===== src/rtl/uart_recv_fifo.sv =====
// UART receiver (configurable divisor, data width, parity) feeding a first-word-fall-through FIFO.
// Define UART_RECV_BRK_DET_EN to classify all-zero frames with a low stop bit as a break (brk pulse, BRKW state).
module uart_recv_fifo #(
  parameter int CLK_FREQ   = 100_000_000,
  parameter int BAUD       = 115200,
  parameter int DATA_BITS  = 8,
  parameter int PARITY     = 0,
  parameter int FIFO_DEPTH = 16
) (
  input  logic                             clk,
  input  logic                             rst,
  input  logic                             din,
  input  logic                             ready,
  output logic [7:0]                       data,
  output logic                             valid,
  output logic [$clog2(FIFO_DEPTH+1)-1:0]  count,
  output logic                             frame_err,
  output logic                             parity_err,
  output logic                             overflow,
  output logic                             brk
);
  localparam int DIV = CLK_FREQ / BAUD;
  localparam int CW  = $clog2(DIV);
  localparam int AW  = $clog2(FIFO_DEPTH);
  localparam int NW  = $clog2(FIFO_DEPTH + 1);
  localparam logic [CW-1:0] HALF_T = CW'(DIV / 2 - 1);
  localparam logic [CW-1:0] FULL_T = CW'(DIV - 1);
  localparam logic [2:0]    LAST_B = 3'(DATA_BITS - 1);

`ifdef UART_RECV_BRK_DET_EN
  typedef enum logic [2:0] {IDLE, START, DATA, PAR, STOP, BRKW} state_t;
`else
  typedef enum logic [2:0] {IDLE, START, DATA, PAR, STOP} state_t;
`endif

  state_t          state;
  logic            s1, s, s_d;
  logic [2:0]      fill;
  logic [CW-1:0]   cnt;
  logic [2:0]      bit_cnt;
  logic [7:0]      sh;
  logic            bad;
  logic            par_exp;
  logic            push, pop, full, do_push;
  logic [AW-1:0]   wptr, rptr, rptr_nx;
  logic [7:0]      mem [FIFO_DEPTH];

  // fill gates start detection until s_d reflects a real din sample,
  // so a line held low through reset is not mistaken for a start bit
  always_ff @(posedge clk) begin
    if (rst) begin
      s1   <= 1'b1;
      s    <= 1'b1;
      s_d  <= 1'b1;
      fill <= '0;
    end else begin
      s1   <= din;
      s    <= s1;
      s_d  <= s;
      fill <= {fill[1:0], 1'b1};
    end
  end

  assign par_exp = (PARITY == 2) ? ^sh : ~^sh;
  assign push    = (state == STOP) && (cnt == FULL_T) && s && !bad;

  always_ff @(posedge clk) begin
    if (rst) begin
      state      <= IDLE;
      cnt        <= '0;
      bit_cnt    <= '0;
      sh         <= '0;
      bad        <= 1'b0;
      frame_err  <= 1'b0;
      parity_err <= 1'b0;
`ifdef UART_RECV_BRK_DET_EN
      brk        <= 1'b0;
`endif
    end else begin
      frame_err  <= 1'b0;
      parity_err <= 1'b0;
`ifdef UART_RECV_BRK_DET_EN
      brk        <= 1'b0;
`endif
      case (state)
        IDLE: if (fill[2] && s_d && !s) begin
          cnt   <= '0;
          state <= START;
        end
        START: if (cnt == HALF_T) begin
          cnt <= '0;
          if (!s) begin
            state   <= DATA;
            bit_cnt <= '0;
            sh      <= '0;
            bad     <= 1'b0;
          end else begin
            state <= IDLE;
          end
        end else cnt <= cnt + 1'b1;
        DATA: if (cnt == FULL_T) begin
          cnt         <= '0;
          sh[bit_cnt] <= s;
          bit_cnt     <= bit_cnt + 1'b1;
          if (bit_cnt == LAST_B) state <= (PARITY != 0) ? PAR : STOP;
        end else cnt <= cnt + 1'b1;
        PAR: if (cnt == FULL_T) begin
          cnt   <= '0;
          bad   <= (s != par_exp);
          state <= STOP;
        end else cnt <= cnt + 1'b1;
        STOP: if (cnt == FULL_T) begin
          cnt   <= '0;
          state <= IDLE;
          if (!s) begin
`ifdef UART_RECV_BRK_DET_EN
            if (sh == 8'h00) begin
              brk   <= 1'b1;
              state <= BRKW;
            end else frame_err <= 1'b1;
`else
            frame_err <= 1'b1;
`endif
          end else if (bad) parity_err <= 1'b1;
        end else cnt <= cnt + 1'b1;
`ifdef UART_RECV_BRK_DET_EN
        BRKW: if (s) state <= IDLE;
`endif
        default: state <= IDLE;
      endcase
    end
  end

`ifndef UART_RECV_BRK_DET_EN
  assign brk = 1'b0;
`endif

  assign valid   = (count != '0);
  assign full    = (count == NW'(FIFO_DEPTH));
  assign pop     = valid && ready;
  assign do_push = push && (!full || pop);
  assign rptr_nx = rptr + 1'b1;

  always_ff @(posedge clk) begin
    if (do_push) mem[wptr] <= sh;
  end

  // data is a registered head copy so it resets to 0 and holds when empty
  always_ff @(posedge clk) begin
    if (rst) begin
      wptr     <= '0;
      rptr     <= '0;
      count    <= '0;
      data     <= '0;
      overflow <= 1'b0;
    end else begin
      overflow <= push && full && !pop;
      if (do_push) wptr <= wptr + 1'b1;
      if (pop)     rptr <= rptr_nx;
      if (do_push && !pop)      count <= count + 1'b1;
      else if (pop && !do_push) count <= count - 1'b1;
      if (pop && count > NW'(1))                                data <= mem[rptr_nx];
      else if (do_push && (count == '0 || (pop && count == NW'(1)))) data <= sh;
    end
  end
endmodule


===== config.mk =====
export PLATFORM = sky130hd
export DESIGN_NAME = uart_recv_fifo
export DESIGN_NICKNAME = d
export VERILOG_FILES = /design/src/rtl/uart_recv_fifo.sv
export SDC_FILE = /design/constraint.sdc
export NUM_CORES = 1
export LEC_CHECK = 0
export CAP_MARGIN = 20
export CORE_ASPECT_RATIO = 1.75
export CORE_MARGIN = 2
export CORE_UTILIZATION = 55
export CTS_CLUSTER_SIZE = 20
export DETAILED_ROUTE_END_ITERATION = 16
export PLACE_DENSITY = 0.72
export SLEW_MARGIN = 20
export SYNTH_ARGS = -nofsm -noshare
export SYNTH_HDL_FRONTEND = slang
export SYNTH_SLANG_ARGS = --single-unit
export TNS_END_PERCENT = 50

===== constraint.sdc =====
create_clock -name clk -period 4.35 [get_ports clk]
set_clock_uncertainty 0.05 [all_clocks]
set_input_delay 0.6525 -clock clk [delete_from_list [all_inputs] [get_ports clk]]
set_output_delay 0.6525 -clock clk [all_outputs]
set_load 0.005 [all_outputs]

; ---- After elaboration in Yosys (flattened, before gate mapping)
; Memories as Yosys holds them, arrays and structs flattened.
; Cells that the tools add are included.
[totals]
ramBits = 128
mem_count = 1
word_cells = 121
reg_bits = 55
[op_classes]
bitwise_logic = 3
reduce_logical = 38
n_mux = 36
n_addsub = 6
n_eq_ne = 17
order_cmp = 3
[mem_list]
columns = memory, words, word_bits, rd, rd_ports_with_merged_regs, write_ports, line_no
row1 = mem, 16, 8, 1, 0, 1, 46  ; logic [7:0] mem [FIFO_DEPTH];
[op_table]
columns = op, count
row1 = $mux W8, 5
row2 = $mux W10, 3
row3 = $pmux W10 S3, 1
row4 = $mux W3, 9
row5 = $pmux W8 S2, 1
row6 = $logic_and A1 B1 Y1, 15
row7 = $pmux W3 S5, 1
row8 = $ne A2 B2 Y1 const B, 6
row9 = $add A10 B1 Y10 const B, 1
row10 = $eq A10 B10 Y1 const B, 1
row11 = $eq A10 B9 Y1 const B, 1
row12 = $mux W5, 2
row13 = $mux W1, 9
row14 = $add A4 B1 Y4 const B, 2
row15 = $bwmux W8, 1
row16 = $reduce_and A4 Y1, 2
row17 = $reduce_bool A2 Y1, 4
row18 = $reduce_xnor A8 Y1, 1
row19 = $eq A3 B2 Y1 const B, 2
row20 = $eq A3 B3 Y1 const B, 2
row21 = $pmux W3 S2, 1
row22 = $reduce_and A6 Y1, 1
row23 = $reduce_or A3 Y1, 2
row24 = $add A5 B1 Y5 const B, 1
row25 = 22 further kinds, 29

; ---- Longest topological paths before layout
[depth]
ltp_word = 9
ltp_mapped = 10

; ---- Least setup slack after synthesis
; Ideal clock, no wire load.
[synth_path]
path_type = register to register
startpoint = reg state[0]
endpoint = mem mem[0][0], enable pin
arrival_ns = 2.182
setup_slack_ns = 1.734
path_buffers = 1
path_stages_with_launch = 7
required_ns = 3.917
setup_ns = 0.383
cell_sequence = dfxtp_1 buf_2 or3b_1 nor3b_1 nor3b_4 nand2_1 nor3_1
[synth_between]
elab_chain_len = 7
[synth_lines]
columns = item, line_no
row1 = start: declaration, 36  ; state_t state;
row2 = start signal: assignment, 105  ; if (bit_cnt == LAST_B) state <= (PARITY != 0) ? PAR : STOP;
row3 = $eq A3 B3 Y1, 65  ; assign push = (state == STOP) && (cnt == FULL_T) && s && !bad;
row4 = $logic_and A1 B1 Y1 (3 in series), 65
row5 = $logic_and A1 B1 Y1, 141  ; assign do_push = push && (!full || pop);
row6 = net do_push, 44  ; logic push, pop, full, do_push;
row7 = $mux W1, 145  ; if (do_push) mem[wptr] <= sh;
row8 = $mux W1 (implied by the code), 145
row9 = end: declaration, 46
; The timed path passes the listed nets, and every way through them passes these cells.

; ---- Worst setup path after layout
[layout_path]
startpoint = reg state[2]
endpoint = mem mem[14][6], enable pin
; Same word-level chain as after synthesis.

==> results.md <==
- CORE AREA: 0.01391 mm²
- Die Height: roughly 160 µm
- Antenna Nets Post-Route: 0
- Post-DR wirelength/cell: 22.07 µm
- Mapped Nets: around 560
- Share of layout cells above drive strength 1: around 17%
- All-Layer GR Usage: a little under a quarter
- P_sw: 0.0006880 W
- Final instance area: 0.008762 mm²
- Final setup fails: 0
- DRT Wirelength: around 17000 µm
- Worst slew pin tran: about 880 ps
- Crit end category: flop
- Register area share after synthesis: between 60% and 70%
- Sw frac: about a fifth
- Die ar.: roughly 0.015 mm²
- Met1 usage: approximately a quarter
- M2 GR Usage: ~44%
- Internal: between 0.002 and 0.003 W
- Port bufs: 20
- Most used DFF post-synth: edfxtp_1
- Post-route setup TNS: 0 ps
- HP Start: s1$_SDFF_PP1_
- Synthesized area per cell: 14.36 µm²
- Initial DRC count: 261
- Hold slack: between 300 and 400 ps
- Total number of vias: ~4600
- Final-stage net count: 585
- Dpl hpwl: 11700 µm
- Worst setup SP type: flop
- Vias per inst: 6.028
- Clk_lat worst skew: between 400 and 500 ps
- CTS Hold Bufs: 0
- Fmax: between 0.3 and 0.4 GHz
- Die X: between 90 and 100 µm
- Gpl congestion: roughly 0.87
- Area Growth Syn to Fin: 11.74%
- Status: finished clean
- Arrival @ worst endpoint: 3040 ps
- Clk sinks: around 180
- Busiest grt layer: met2
- Worst EP required: roughly 4400 ps
- PwrDens: approximately 380 mW/mm²
- Setup CP Type: reg2reg
- I/O pin total: 22
- Overflow after GRT: 0
- Row count: 57
- Drt pass-1 iters: 6
- Slew Viols, Final: 0
- Initial antenna violation count: 0
- Longest Clk Path Bufs: 2
- First-pass GRT wire length: 26390 µm
- VDD IR max: about 0.00031 V
- Sequential cell fraction of total power: 55.6%
- Worst min-delay path class: reg2reg
- Clk network pwr share: between 40% and 50%
- Final hold vios: 0
- Unique cell type count in the Yosys netlist: 64
- Rel. slew slack: 41.37%
- FF+latch count, synth: 183
- Synth warn: 0
- RSZ-0062 raised after global routing: false
- Crit share post-route: 69.81%
- Critical-path maximum fanout: 12
- FFs w/ async S/R, synth: 0%
- DP Area: 0.008194 mm²
- Setup crit start: state[2]$_SDFFE_PP0P_
- Antenna cells: 0
- Tmin final: about 3000 ps
- Gate count of the mapped netlist: about 550
- Reg clk slew, reported paths: 70 ps
- Clock Root Buffer: clkbuf_16
- Starting density of the core: between 50% and 60%
- Logic pwr share: 0.7%
- Worst r2r src: state[2]$_SDFFE_PP0P_
- Post-Syn Area: 0.007841 mm²
- Largest net degree at the start of global routing: 35
- Met3 Resource Use GR: 4.870%
- CTS tree: yes
- Cts bufs inserted: 17
- Number of max-cap violations: 0
- # H-tree levels: 4
- Residual DRC: 0
- Lkg Pwr: roughly 3 nW
- Post-cts sizing count: 0
- Via count of the first global-routing pass: 4800
- Post-CTS setup buffer count: 0
- EDFF count, synth: between 100 and 150
-- worst max-delay path: stages, from the launching register on --
cell     delay [ps]
dfxtp_1         560
or3b_1          480
nor3b_1         300
nor3b_4         400
nand2_1         230
nor2_1          650
-- layout by cell type (no fill, tap or decap), drive strengths merged, types with 3 or more instances in the layout --
cell type	n
a2111oi	8
a211oi	4
a21oi	10
a22o	8
a31oi	4
a32o	11
and3	4
buf	10
clkbuf	19
clkdlybuf4s50	20
clkinv	4
dfxtp	55
edfxtp	128
ha	14
inv	24
mux2i	11
mux4	32
nand2	38
nand2b	6
nand3	13
nand3b	4
nand4	5
nor2	41
nor2b	6
nor3	20
nor3b	3
nor4	3
o21ai	13
or2	4
or3b	3
xnor2	18
xor2	9
-- flip-flops by register name (all words and copies together) (netlist names) --
signal and flops:
mem 128, cnt 10, data 8, sh 8, count 5, rptr 4, wptr 4, bit_cnt 3
fill 3, state 3, bad 1, frame_err 1, overflow 1, parity_err 1, s 1, s1 1
s_d 1
-- power by group through the flow --
| stage | combinational, W | sequential, W | clock [W] |
|---|---|---|---|
| 3_5_place_dp | 0.0000230 | 0.00188 | 0 |
| 3_3_place_gp | 0.0000222 | 0.00188 | 0 |
| 2_1_floorplan | 0.0000170 | 0.00188 | 0 |
| 6_report | 0.0000229 | 0.00184 | 0.00145 |
| 5_1_grt | 0.0000251 | 0.00184 | 0.00154 |
| 4_1_cts | 0.0000230 | 0.00184 | 0.00147 |
-- layout make-up --
cell class | instances | area [µm²]
repair buffers | 30 | 275.3
well taps | 177 | 221.5
clock buffers | 19 | 452.9
fillers | 1052 | 5145
clock inverters | 13 | 110.1
multi-input cells | 319 | 2696
inverters | 16 | 60.06
flip-flops and latches | 183 | 4946
-- per-stage QoR --
| stage | instances | worst slack (ps) | util, % | total power (W) |
|---|---|---|---|---|
| finish | 757 | 1313 | 63.00 | 0.003317 |
| global route | 757 | 1098 | 63.00 | 0.003412 |
| CTS | 757 | 1326 | 62.97 | 0.003337 |
| detailed placement | 725 | 1055 | 58.92 | 0.001904 |
| global placement | 725 | 1130 | 58.92 | 0.001904 |
| floorplan | 546 | 1734 | - | 0.001897 |
-- Yosys cell counts (2+ instances only) --
cell type / instances / area share, %
nand4_1: 5 / 0.40
and3_1: 4 / 0.32
nor2_1: 41 / 2.0
edfxtp_1: 128 / 49
or3b_2: 2 / 0.22
clkbuf_1: 15 / 0.72
nand3_1: 12 / 0.77
a22o_1: 8 / 0.89
nor4bb_1: 2 / 0.26
a211o_1: 2 / 0.22
ha_1: 14 / 2.2
mux2i_1: 11 / 1.4
a31oi_1: 4 / 0.32
nand3b_1: 4 / 0.38
xnor2_1: 18 / 2.0
o21a_1: 2 / 0.19
o21ai_2: 2 / 0.22
nand2b_1: 6 / 0.48
mux4_2: 32 / 9.2
xor2_1: 8 / 0.89
nor4_1: 3 / 0.24
a211oi_1: 3 / 0.29
or3_2: 2 / 0.19
nor2b_1: 5 / 0.40
dfxtp_1: 55 / 14
or2_2: 4 / 0.32
a2111oi_1: 7 / 0.89
a32o_1: 11 / 1.4
buf_6: 2 / 0.29
and4b_1: 2 / 0.26
buf_4: 4 / 0.38
o22ai_1: 2 / 0.16
nor3b_1: 2 / 0.19
a21oi_1: 10 / 0.64
o21ai_0: 11 / 0.70
nor3_1: 20 / 1.3
buf_2: 4 / 0.26
nand2_1: 38 / 1.8
inv_1: 16 / 0.77
-- routing by layer --
metal | up-vias | wire [µm]
li1 | 2123 | -
met1 | 2309 | 5866
met2 | 107 | 9790
met3 | 24 | 484
met4 | 0 | 565
met5 | - | 0
-- cell families (layout without fill, tap and decap cells) --
logic type               after synthesis  count (layout)  share of synthesized area [%]
multiplexers                          44              44                          10.74
XOR/XNOR                              27              27                          3.255
AND/OR/NAND/NOR                      165             165                          11.15
other                                  1               1                        0.04782
buffers and inverters                 44              78                          2.617
adder cells (fa/ha/maj)               14              14                          2.234
flip-flops                           183             183                          63.06
AO/OA/AOI/OAI                         68              68                          6.893
-- final timing paths --
kind	endpoint	slack, ps	depth (start not counted)
max	mem[14][6]$_DFFE_PP_	1310	5
min	s$_SDFF_PP1_	370	1
max reg2reg	mem[14][6]$_DFFE_PP_	1310	5
min reg2reg	s$_SDFF_PP1_	370	1
Note: power is estimated with default switching activity, not from simulation.
